File: src/rtl/alu_sequencer_pkg.sv
// -----------------------------------------------------------------------------
// alu_sequencer_pkg
//   Shared constants for the ALU sequencer: datapath widths, instruction-word
//   field positions, ALU op encodings and the sequencer FSM state encodings.
//   No ports (package).
// -----------------------------------------------------------------------------
package alu_sequencer_pkg;

    localparam int DATA_W   = 4;
    localparam int REG_W    = 2;
    localparam int INSTR_W  = 10;
    localparam int NUM_REGS = 4;
    localparam int RET_W    = 8;

    // Instruction word layout
    localparam int LOADI_BIT = 9;
    localparam int OP_MSB    = 8;
    localparam int OP_LSB    = 6;
    localparam int RD_MSB    = 5;
    localparam int RD_LSB    = 4;
    localparam int RS_MSB    = 3;
    localparam int RS_LSB    = 2;
    localparam int RT_MSB    = 1;
    localparam int RT_LSB    = 0;
    localparam int IMM_MSB   = 3;
    localparam int IMM_LSB   = 0;

    typedef enum logic [2:0] {
        OP_SUB = 3'd0,  // A - B
        OP_ADD = 3'd1,  // A + B
        OP_OR  = 3'd2,  // A | B
        OP_AND = 3'd3,  // A & B
        OP_SRA = 3'd4,  // B arithmetic shift right by one
        OP_ROL = 3'd5,  // A rotate left by one
        OP_LTU = 3'd6,  // A < B unsigned
        OP_EQ  = 3'd7   // A == B
    } op_e;

    typedef enum logic [1:0] {
        ST_IDLE   = 2'd0,
        ST_DECODE = 2'd1,
        ST_EXEC   = 2'd2,
        ST_DONE   = 2'd3
    } state_e;

endpackage

File: src/rtl/alu_sequencer_alu.sv
// -----------------------------------------------------------------------------
// Decode_And_Execute
//   Purely combinational 4-bit ALU used by the sequencer's EXEC state.
//   Ports:
//     rs  in  4  first operand (A)
//     rt  in  4  second operand (B)
//     sel in  3  operation select (op_e encoding)
//     rd  out 4  result, modulo 16
// -----------------------------------------------------------------------------
module Decode_And_Execute
    import alu_sequencer_pkg::*;
(
    input  logic [DATA_W-1:0] rs,
    input  logic [DATA_W-1:0] rt,
    input  logic [2:0]        sel,
    output logic [DATA_W-1:0] rd
);

    // Signed view of B so the shift-right op replicates the sign bit.
    logic signed [DATA_W-1:0] rt_signed;

    assign rt_signed = rt;

    always_comb begin
        rd = '0;
        case (op_e'(sel))
            OP_SUB:  rd = rs - rt;
            OP_ADD:  rd = rs + rt;
            OP_OR:   rd = rs | rt;
            OP_AND:  rd = rs & rt;
            OP_SRA:  rd = DATA_W'(rt_signed >>> 1);
            OP_ROL:  rd = {rs[DATA_W-2:0], rs[DATA_W-1]};
            OP_LTU:  rd = (rs < rt)  ? DATA_W'(1) : '0;
            OP_EQ:   rd = (rs == rt) ? DATA_W'(1) : '0;
            default: rd = '0;
        endcase
    end

endmodule

File: src/rtl/alu_sequencer.sv
// -----------------------------------------------------------------------------
// alu_sequencer
//   Non-pipelined instruction sequencer around a 4x4-bit register file and a
//   combinational ALU. Each instruction walks IDLE -> DECODE -> (EXEC) -> DONE;
//   LOADI skips EXEC. The result is held in DONE until the consumer accepts it.
//   Ports:
//     clk       in  1   rising-edge clock
//     rst_n     in  1   synchronous active-low reset
//     in_valid  in  1   instruction offered
//     in_ready  out 1   sequencer can accept an instruction (IDLE only)
//     instr     in  10  {loadi, op[2:0], rd[1:0], rs[1:0], rt[1:0]};
//                       for LOADI, [3:0] is the immediate
//     out_valid out 1   result present (DONE only)
//     out_ready in  1   consumer accepts the result
//     out_data  out 4   result value (registered)
//     out_rd    out 2   destination register of the result (registered)
//     retired   out 8   completed-instruction count, wraps at 256
// -----------------------------------------------------------------------------
module alu_sequencer
    import alu_sequencer_pkg::*;
(
    input  logic               clk,
    input  logic               rst_n,
    input  logic               in_valid,
    output logic               in_ready,
    input  logic [INSTR_W-1:0] instr,
    output logic               out_valid,
    input  logic               out_ready,
    output logic [DATA_W-1:0]  out_data,
    output logic [REG_W-1:0]   out_rd,
    output logic [RET_W-1:0]   retired
);

    state_e             state;
    state_e             next_state;

    logic [INSTR_W-1:0] ir;
    logic [DATA_W-1:0]  opa;
    logic [DATA_W-1:0]  opb;
    logic [DATA_W-1:0]  result;
    logic [DATA_W-1:0]  alu_out;
    logic [DATA_W-1:0]  rf [NUM_REGS];
    logic [RET_W-1:0]   retire_count;

    // Control strobes decoded from the current state
    logic               accept;
    logic               load_ops;
    logic               write_imm;
    logic               write_alu;
    logic               retire;

    logic [REG_W-1:0]   rd_idx;
    logic [REG_W-1:0]   rs_idx;
    logic [REG_W-1:0]   rt_idx;

    assign rd_idx = ir[RD_MSB:RD_LSB];
    assign rs_idx = ir[RS_MSB:RS_LSB];
    assign rt_idx = ir[RT_MSB:RT_LSB];

    Decode_And_Execute u_alu (
        .rs  (opa),
        .rt  (opb),
        .sel (ir[OP_MSB:OP_LSB]),
        .rd  (alu_out)
    );

    // ---------------------------------------------------------------- FSM state
    always_ff @(posedge clk) begin
        if (!rst_n) begin
            state <= ST_IDLE;
        end else begin
            state <= next_state;
        end
    end

    always_comb begin
        next_state = state;
        in_ready   = 1'b0;
        out_valid  = 1'b0;
        accept     = 1'b0;
        load_ops   = 1'b0;
        write_imm  = 1'b0;
        write_alu  = 1'b0;
        retire     = 1'b0;
        case (state)
            ST_IDLE: begin
                // Held low while reset is asserted, even though state is IDLE.
                in_ready = rst_n;
                if (in_valid) begin
                    accept     = 1'b1;
                    next_state = ST_DECODE;
                end
            end
            ST_DECODE: begin
                if (ir[LOADI_BIT]) begin
                    write_imm  = 1'b1;
                    next_state = ST_DONE;
                end else begin
                    load_ops   = 1'b1;
                    next_state = ST_EXEC;
                end
            end
            ST_EXEC: begin
                write_alu  = 1'b1;
                next_state = ST_DONE;
            end
            ST_DONE: begin
                out_valid = 1'b1;
                if (out_ready) begin
                    retire     = 1'b1;
                    next_state = ST_IDLE;
                end
            end
            default: begin
                next_state = ST_IDLE;
            end
        endcase
    end

    // ----------------------------------------------------- datapath registers
    // Operands are captured in DECODE and the register file is written only
    // in DECODE (LOADI) or EXEC (ALU), so aliased rs/rt/rd always read the old
    // value, and the write lands well before the next instruction's DECODE.
    always_ff @(posedge clk) begin
        if (!rst_n) begin
            ir     <= '0;
            opa    <= '0;
            opb    <= '0;
            result <= '0;
            for (int i = 0; i < NUM_REGS; i++) begin
                rf[i] <= '0;
            end
        end else begin
            if (accept) begin
                ir <= instr;
            end
            if (load_ops) begin
                opa <= rf[rs_idx];
                opb <= rf[rt_idx];
            end
            if (write_imm) begin
                result     <= ir[IMM_MSB:IMM_LSB];
                rf[rd_idx] <= ir[IMM_MSB:IMM_LSB];
            end
            if (write_alu) begin
                result     <= alu_out;
                rf[rd_idx] <= alu_out;
            end
        end
    end

    // ------------------------------------------------------- retired counter
    always_ff @(posedge clk) begin
        if (!rst_n) begin
            retire_count <= '0;
        end else if (retire) begin
            retire_count <= retire_count + RET_W'(1);
        end
    end

    // IR is only reloaded on accept, so out_rd is stable throughout DONE.
    assign out_data = result;
    assign out_rd   = rd_idx;
    assign retired  = retire_count;

endmodule

File: config.mk
export PLATFORM = sky130hd
export DESIGN_NAME = alu_sequencer
export DESIGN_NICKNAME = d
export VERILOG_FILES = /design/src/rtl/alu_sequencer_pkg.sv /design/src/rtl/alu_sequencer_alu.sv /design/src/rtl/alu_sequencer.sv
export SDC_FILE = /design/constraint.sdc
export NUM_CORES = 1
export LEC_CHECK = 0
export ABC_AREA = 1
export BUFFER_PORTS_ARGS = -buffer_cell sky130_fd_sc_hd__buf_2
export CAP_MARGIN = 20
export CORE_ASPECT_RATIO = 2
export CORE_MARGIN = 10
export CORE_UTILIZATION = 53
export DETAILED_ROUTE_END_ITERATION = 10
export GPL_TIMING_DRIVEN = 0
export HOLD_SLACK_MARGIN = 0.02
export PLACE_DENSITY = 0.75
export SLEW_MARGIN = 20
export SYNTH_ARGS = -nofsm -noshare
export SYNTH_HDL_FRONTEND = slang
export SYNTH_SLANG_ARGS = --single-unit
File: constraint.sdc
create_clock -name clk -period 1.8 [get_ports clk]
set_input_delay 0.36 -clock clk [delete_from_list [all_inputs] [get_ports clk]]
set_output_delay 0.36 -clock clk [all_outputs]
set_load 0.02 [all_outputs]
### Word-level counts from Yosys, hierarchy flattened

Memories as Yosys holds them, arrays and structs flattened. A register that Yosys moved wholly into a read port is not among the register bits.
Index checks and enable logic that the tools add are counted.

| storage, ports and cells | value |
|---|---|
| register bits after elaboration | 24 |
| bits in writable memories | 16 |
| input bits | 14 |
| output and inout bits | 16 |
| word-level logic and storage cells | 63 |
| memories | 1 |

Memory list:

| memory | depth | bits a word | read ports | clocked after memory_dff | write ports | RTL line | RTL |
|---|---|---|---|---|---|---|---|
| rf | 4 | 4 | 2 | 2 | 4 | alu_sequencer.sv:42 | `logic [DATA_W-1:0] rf [NUM_REGS];` |

| cells by class | value |
|---|---|
| $add $sub $neg | 3 |
| magnitude comparators | 1 |
| equal/unequal tests | 13 |
| mux-type cells | 31 |
| bitwise operators | 3 |
| reduce and logical (&&, ||, !) cells | 7 |

Operator list:

| cell | number |
|---|---|
| one-hot mux 4 bit (8 select lines) | 1 |
| 2-to-1 mux 1 bit | 22 |
| 2-to-1 mux 4 bit | 4 |
| == test 3 bit, second input constant | 4 |
| adder 8 x 1 -> 8 bit, second input constant | 1 |
| one-hot mux 2 bit (4 select lines) | 1 |
| == test 3 x 2 -> 1 bit, second input constant | 2 |
| 2-to-1 mux 2 bit | 3 |
| adder 4 bit | 1 |
| bitwise AND 4 bit | 1 |
| == test 2 bit, second input constant | 2 |
| == test 4 bit | 1 |
| < comparator 4 bit | 1 |
| inequality test 2 bit, second input constant | 2 |
| OR 4 bit | 1 |
| OR reduction 4 bit | 1 |
| subtractor 4 bit | 1 |
| == test 3 x 1 -> 1 bit, second input constant | 1 |
| zero test 3 bit | 1 |
| == test 2 x 1 -> 1 bit, second input constant | 1 |
| zero test 1 bit | 2 |
| zero test 2 bit | 1 |
| AND reduction 2 bit | 1 |
| nonzero test 2 bit | 1 |
| OR 1 bit | 1 |

### Depth between registers and ports, before layout

| logic depth | value |
|---|---|
| depth in word-level cells | 8 |
| depth in mapped cells | 12 |
| mapped depth without buffers | 11 |

### Cells and area by module

From an unflattened synthesis, not the netlist that was laid out.

| second synthesis, totals | value |
|---|---|
| cell total of the unflattened synthesis | 432 |
| area total of the unflattened synthesis | 2991.6 um^2 |

Modules (own cells, without submodules):

| module | instances | cells each | area each (um^2) | seq. area each (um^2) |
|---|---|---|---|---|
| alu_sequencer | 1 | 335 | 2436.1 | 1121.1 |
| Decode_And_Execute | 1 | 97 | 555.5 | 0.0 |

### Worst setup path before layout

Ideal clock, no wire load.

| timing | value |
|---|---|
| path type | register to register |
| start | reg state[0] |
| end | mem rf[3][0] (enable) |
| library setup time | 0.372 ns |
| arrival | 1.495 ns |
| data required time | 1.428 ns |
| path slack | -0.067 ns |
| cell stages (with the launch flop) | 10 |
| buffers on the path | 0 |
| clock period less this slack | 1.867 ns |
| path through | dfxtp_1 inv_1 ha_1 inv_2 nand2_1 inv_1 nor2_2 inv_1 nor2_4 a211oi_1 |

RTL lines:

| element | RTL line | RTL |
|---|---|---|
| start, declared | alu_sequencer.sv:34 | `state_e state;` |
| start signal, assigned | alu_sequencer.sv:72 | `state <= next_state;` |
| end, declared | alu_sequencer.sv:42 |  |

==> flow_summary.json <==
{
  "worstHoldStart": "instr[4]",
  "fin_ws_ps": -94.4,
  "ys_seq_elements": 48,
  "dp_hpwl_um": 5830,
  "synth_top_family_by_area": "simple AND/OR/NAND/NOR gates",
  "routed_wl_um": 7460,
  "slew_violations": 0,
  "grt_pass1_wl_um": 12200,
  "die-area_um2": 8730,
  "syn_nets": 414,
  "worstPathCellList": "ha_4, inv_2, fa_2, nor2_1, nor2_1, nand3_1, nand2_1, nand2_2, nand2_4, nor2_2",
  "max-slew-margin-rel_pct": 52.6,
  "timing.rr.end": "rf[1][1]",
  "final_area_um2": 3450,
  "final_nets": 460,
  "die_w_um": 71.3,
  "vias_per_cell": 5.44,
  "path_max_fanout": 5,
  "vias": 2639,
  "layout.cells.non_filler": 485,
  "critPathRequiredTime_ps": 1870,
  "drtIter0Drc": 172,
  "root_buffer": "clkbuf_8",
  "synth-adder-area-share_pct": 9.52,
  "antennaDiodeCount": 0,
  "remaining_drc_errors": 0,
  "rsz0062_at_grt": "true",
  "violations": "negative setup slack",
  "postSynthCellCount": 380,
  "cp-start-kind": "flip-flop",
  "tightest_slew_ps": 711,
  "avgSynthCellArea_um2": 7.33,
  "cts_buffer_depth": 2,
  "cts_inserted_buffers": 5,
  "hold_slack_ps": 307,
  "end_kind": "flip-flop",
  "cap_violations": 0,
  "fmax_mhz": 528,
  "drtAntennaViolNets": 0,
  "finalCritPeriodShare_pct": 105,
  "cts_tree": "done",
  "cts.htree.levels": 2,
  "dieHeight_um": 123,
  "hold_viol_final": 0,
  "final_cell_mix": "o21ai_0 (51), nand2_1 (50), inv_1 (45)",
  "hold_end": "ir[4]",
  "ys_types": 28,
  "dr.pass1.iters": 5,
  "io_pins": 30,
  "min_path_type": "in -> reg",
  "startpoint": "opa[0]",
  "skew_ps": 12.0,
  "place_inst": 467,
  "grtUsageTotal_pct": 17.2,
  "antenna_found_initial": 0,
  "ys_warn_count": 0,
  "clkLatencyLatePin_ps": 320,
  "setup_violations": 9,
  "critPathBufInv": 1,
  "first_global_vias": 2686,
  "r2r_cells": 10,
  "slowest_stage": "fa_2",
  "r2r-start": "opa[0]",
  "power.density_nw_per_um2": 1500,
  "syn2layout_area_growth_pct": 23.7,
  "synthMuxAreaShare_pct": 0,
  "slowest_delay_ps": 510,
  "place_congestion": 0.932,
  "coreArea_um2": 5140,
  "power_leakage_uw": 0.00155,
  "final_common_cell": "o21ai_0",
  "yosysSeqAreaShare_pct": 40.3,
  "yosys.area_share.simple_pct": 22.6,
  "rows": 37,
  "arrival_ps": 1970,
  "dpl_cell_area_um2": 3010,
  "crit_type": "reg -> reg",
  "drive_gt1_share_pct": 26.7,
  "whs_path_depth": 3,
  "dp_slack_ps": -293,
  "r2r_slack_ps": -90,
  "wl_per_cell_um": 15.4,
  "path_delay_family": "adder cells",
  "io_buffers": 29,
  "fin_crit_ps": 1890,
  "cts.clk_slew.worst_paths_ps": 100,
  "worst_ir_drop_vdd_v": 0.00145,
  "grt_max_degree": 17,
  "initial_core_util_pct": 54.2,
  "synth_area_um2": 2790,
  "cp_common_cell": "nor2_1",
  "clock_sinks": 48,
  "synth_xor_area_share_pct": 0.629,
  "overflow": 0,
  "run_status": "complete, but fails checks",
  "synth_compound_area_share_pct": 16.6
}
-- final cells by class --
type | instances | area [um2]
Timing Repair Buffer | 41 | 239
Tap cell | 58 | 72.6
Sequential cell | 48 | 1140
Inverter | 59 | 230
Multi-Input combinational cell | 259 | 1560
Clock buffer | 5 | 68.8
Clock inverter | 3 | 68.8
Buffer | 12 | 58.8
Fill cell | 452 | 1690
-- metrics by stage --
| stage | total power (uW) | util, % | TNS (ps) |
|---|---|---|---|
| 5_1_grt | 5520 | 67.1 | -2210 |
| 3_3_place_gp | 3640 | 58.5 | -6110 |
| 2_1_floorplan | 3090 | - | 0 |
| 6_report | 5170 | 67.1 | -504 |
| 4_1_cts | 4920 | 64.8 | -356 |
| 3_5_place_dp | 3690 | 58.5 | -7170 |
-- power by group --
group	switching, uW	internal (uW)
Clock	391	559
Combinational	1610	952
Sequential	224	1430
-- worst max path at each step --
stage / to / slack [ps] / cells past startpoint
global placement: rf[0][0] / -270 / 11
detailed placement: rf[2][0] / -290 / 11
global route: rf[2][0] / -140 / 11
floorplan: rf[1][0] / 10 / 11
CTS: rf[1][0] / -50 / 11
finish: rf[1][1] / -90 / 10
-- worst reg2reg max path: stages (launching register included) --
cell and delay, ps:
dfxtp_4 380, ha_4 140, inv_2 30, fa_2 510, nor2_1 50, nor2_1 90, nand3_1 130, nand2_1 110
nand2_2 70, nand2_4 100, nor2_2 40
-- routing by layer --
layer	wire length, um	up-vias	global-route usage, %
met1	2630	1242	15.3
li1	-	1316	-
met4	176	0	8.15
met5	0	-	0
met2	4410	64	34.8
met3	242	17	3.07
-- synth_stat cells --
cell type | n | area, um2
nor2_4 | 2 | 22.5
nor2_2 | 4 | 25.0
edfxtp_1 | 16 | 480
nand2_1 | 62 | 233
a21oi_1 | 34 | 170
a211oi_1 | 2 | 15.0
xnor2_1 | 1 | 8.76
xor2_1 | 1 | 8.76
clkbuf_2 | 1 | 5.00
nand4_1 | 6 | 37.5
or2_0 | 1 | 6.26
nand2_2 | 2 | 12.5
o21ai_0 | 51 | 255
clkbuf_1 | 8 | 30.0
nor3_1 | 5 | 25.0
nor2_1 | 48 | 180
o22ai_1 | 1 | 6.26
fa_1 | 2 | 40.0
o31ai_1 | 1 | 7.51
buf_4 | 3 | 22.5
nand3b_1 | 1 | 7.51
nand3_1 | 16 | 80.1
buf_2 | 2 | 10.0
ha_1 | 18 | 225
dfxtp_1 | 32 | 641
inv_2 | 3 | 11.3
inv_1 | 56 | 210
o2bb2ai_1 | 1 | 8.76
-- flip-flops by register name, indices dropped and copies added, names as in the netlist --
| name | flops |
|---|---|
| ir | 10 |
| opa | 4 |
| opb | 4 |
| out_data | 4 |
| retired | 8 |
| rf | 16 |
| state | 2 |
-- repair_timing --
action | in CTS | in global routing
pin swaps | 10 | 14
gates cloned | 0 | 0
resized for setup | 47 | 24
hold buffers | 0 | 0
buffers inserted | 6 | 6
endpoints found under the setup margin | 35 | 38
-- kinds of logic (layout without fill, tap and decap cells) --
family	count (synthesis)	count (layout)
buf+inv	73	120
simple gates	147	147
fa+ha+maj	20	20
flops	48	48
compound gates	90	90
xor+xnor	2	2
Note: power is estimated with default switching activity, not from simulation.
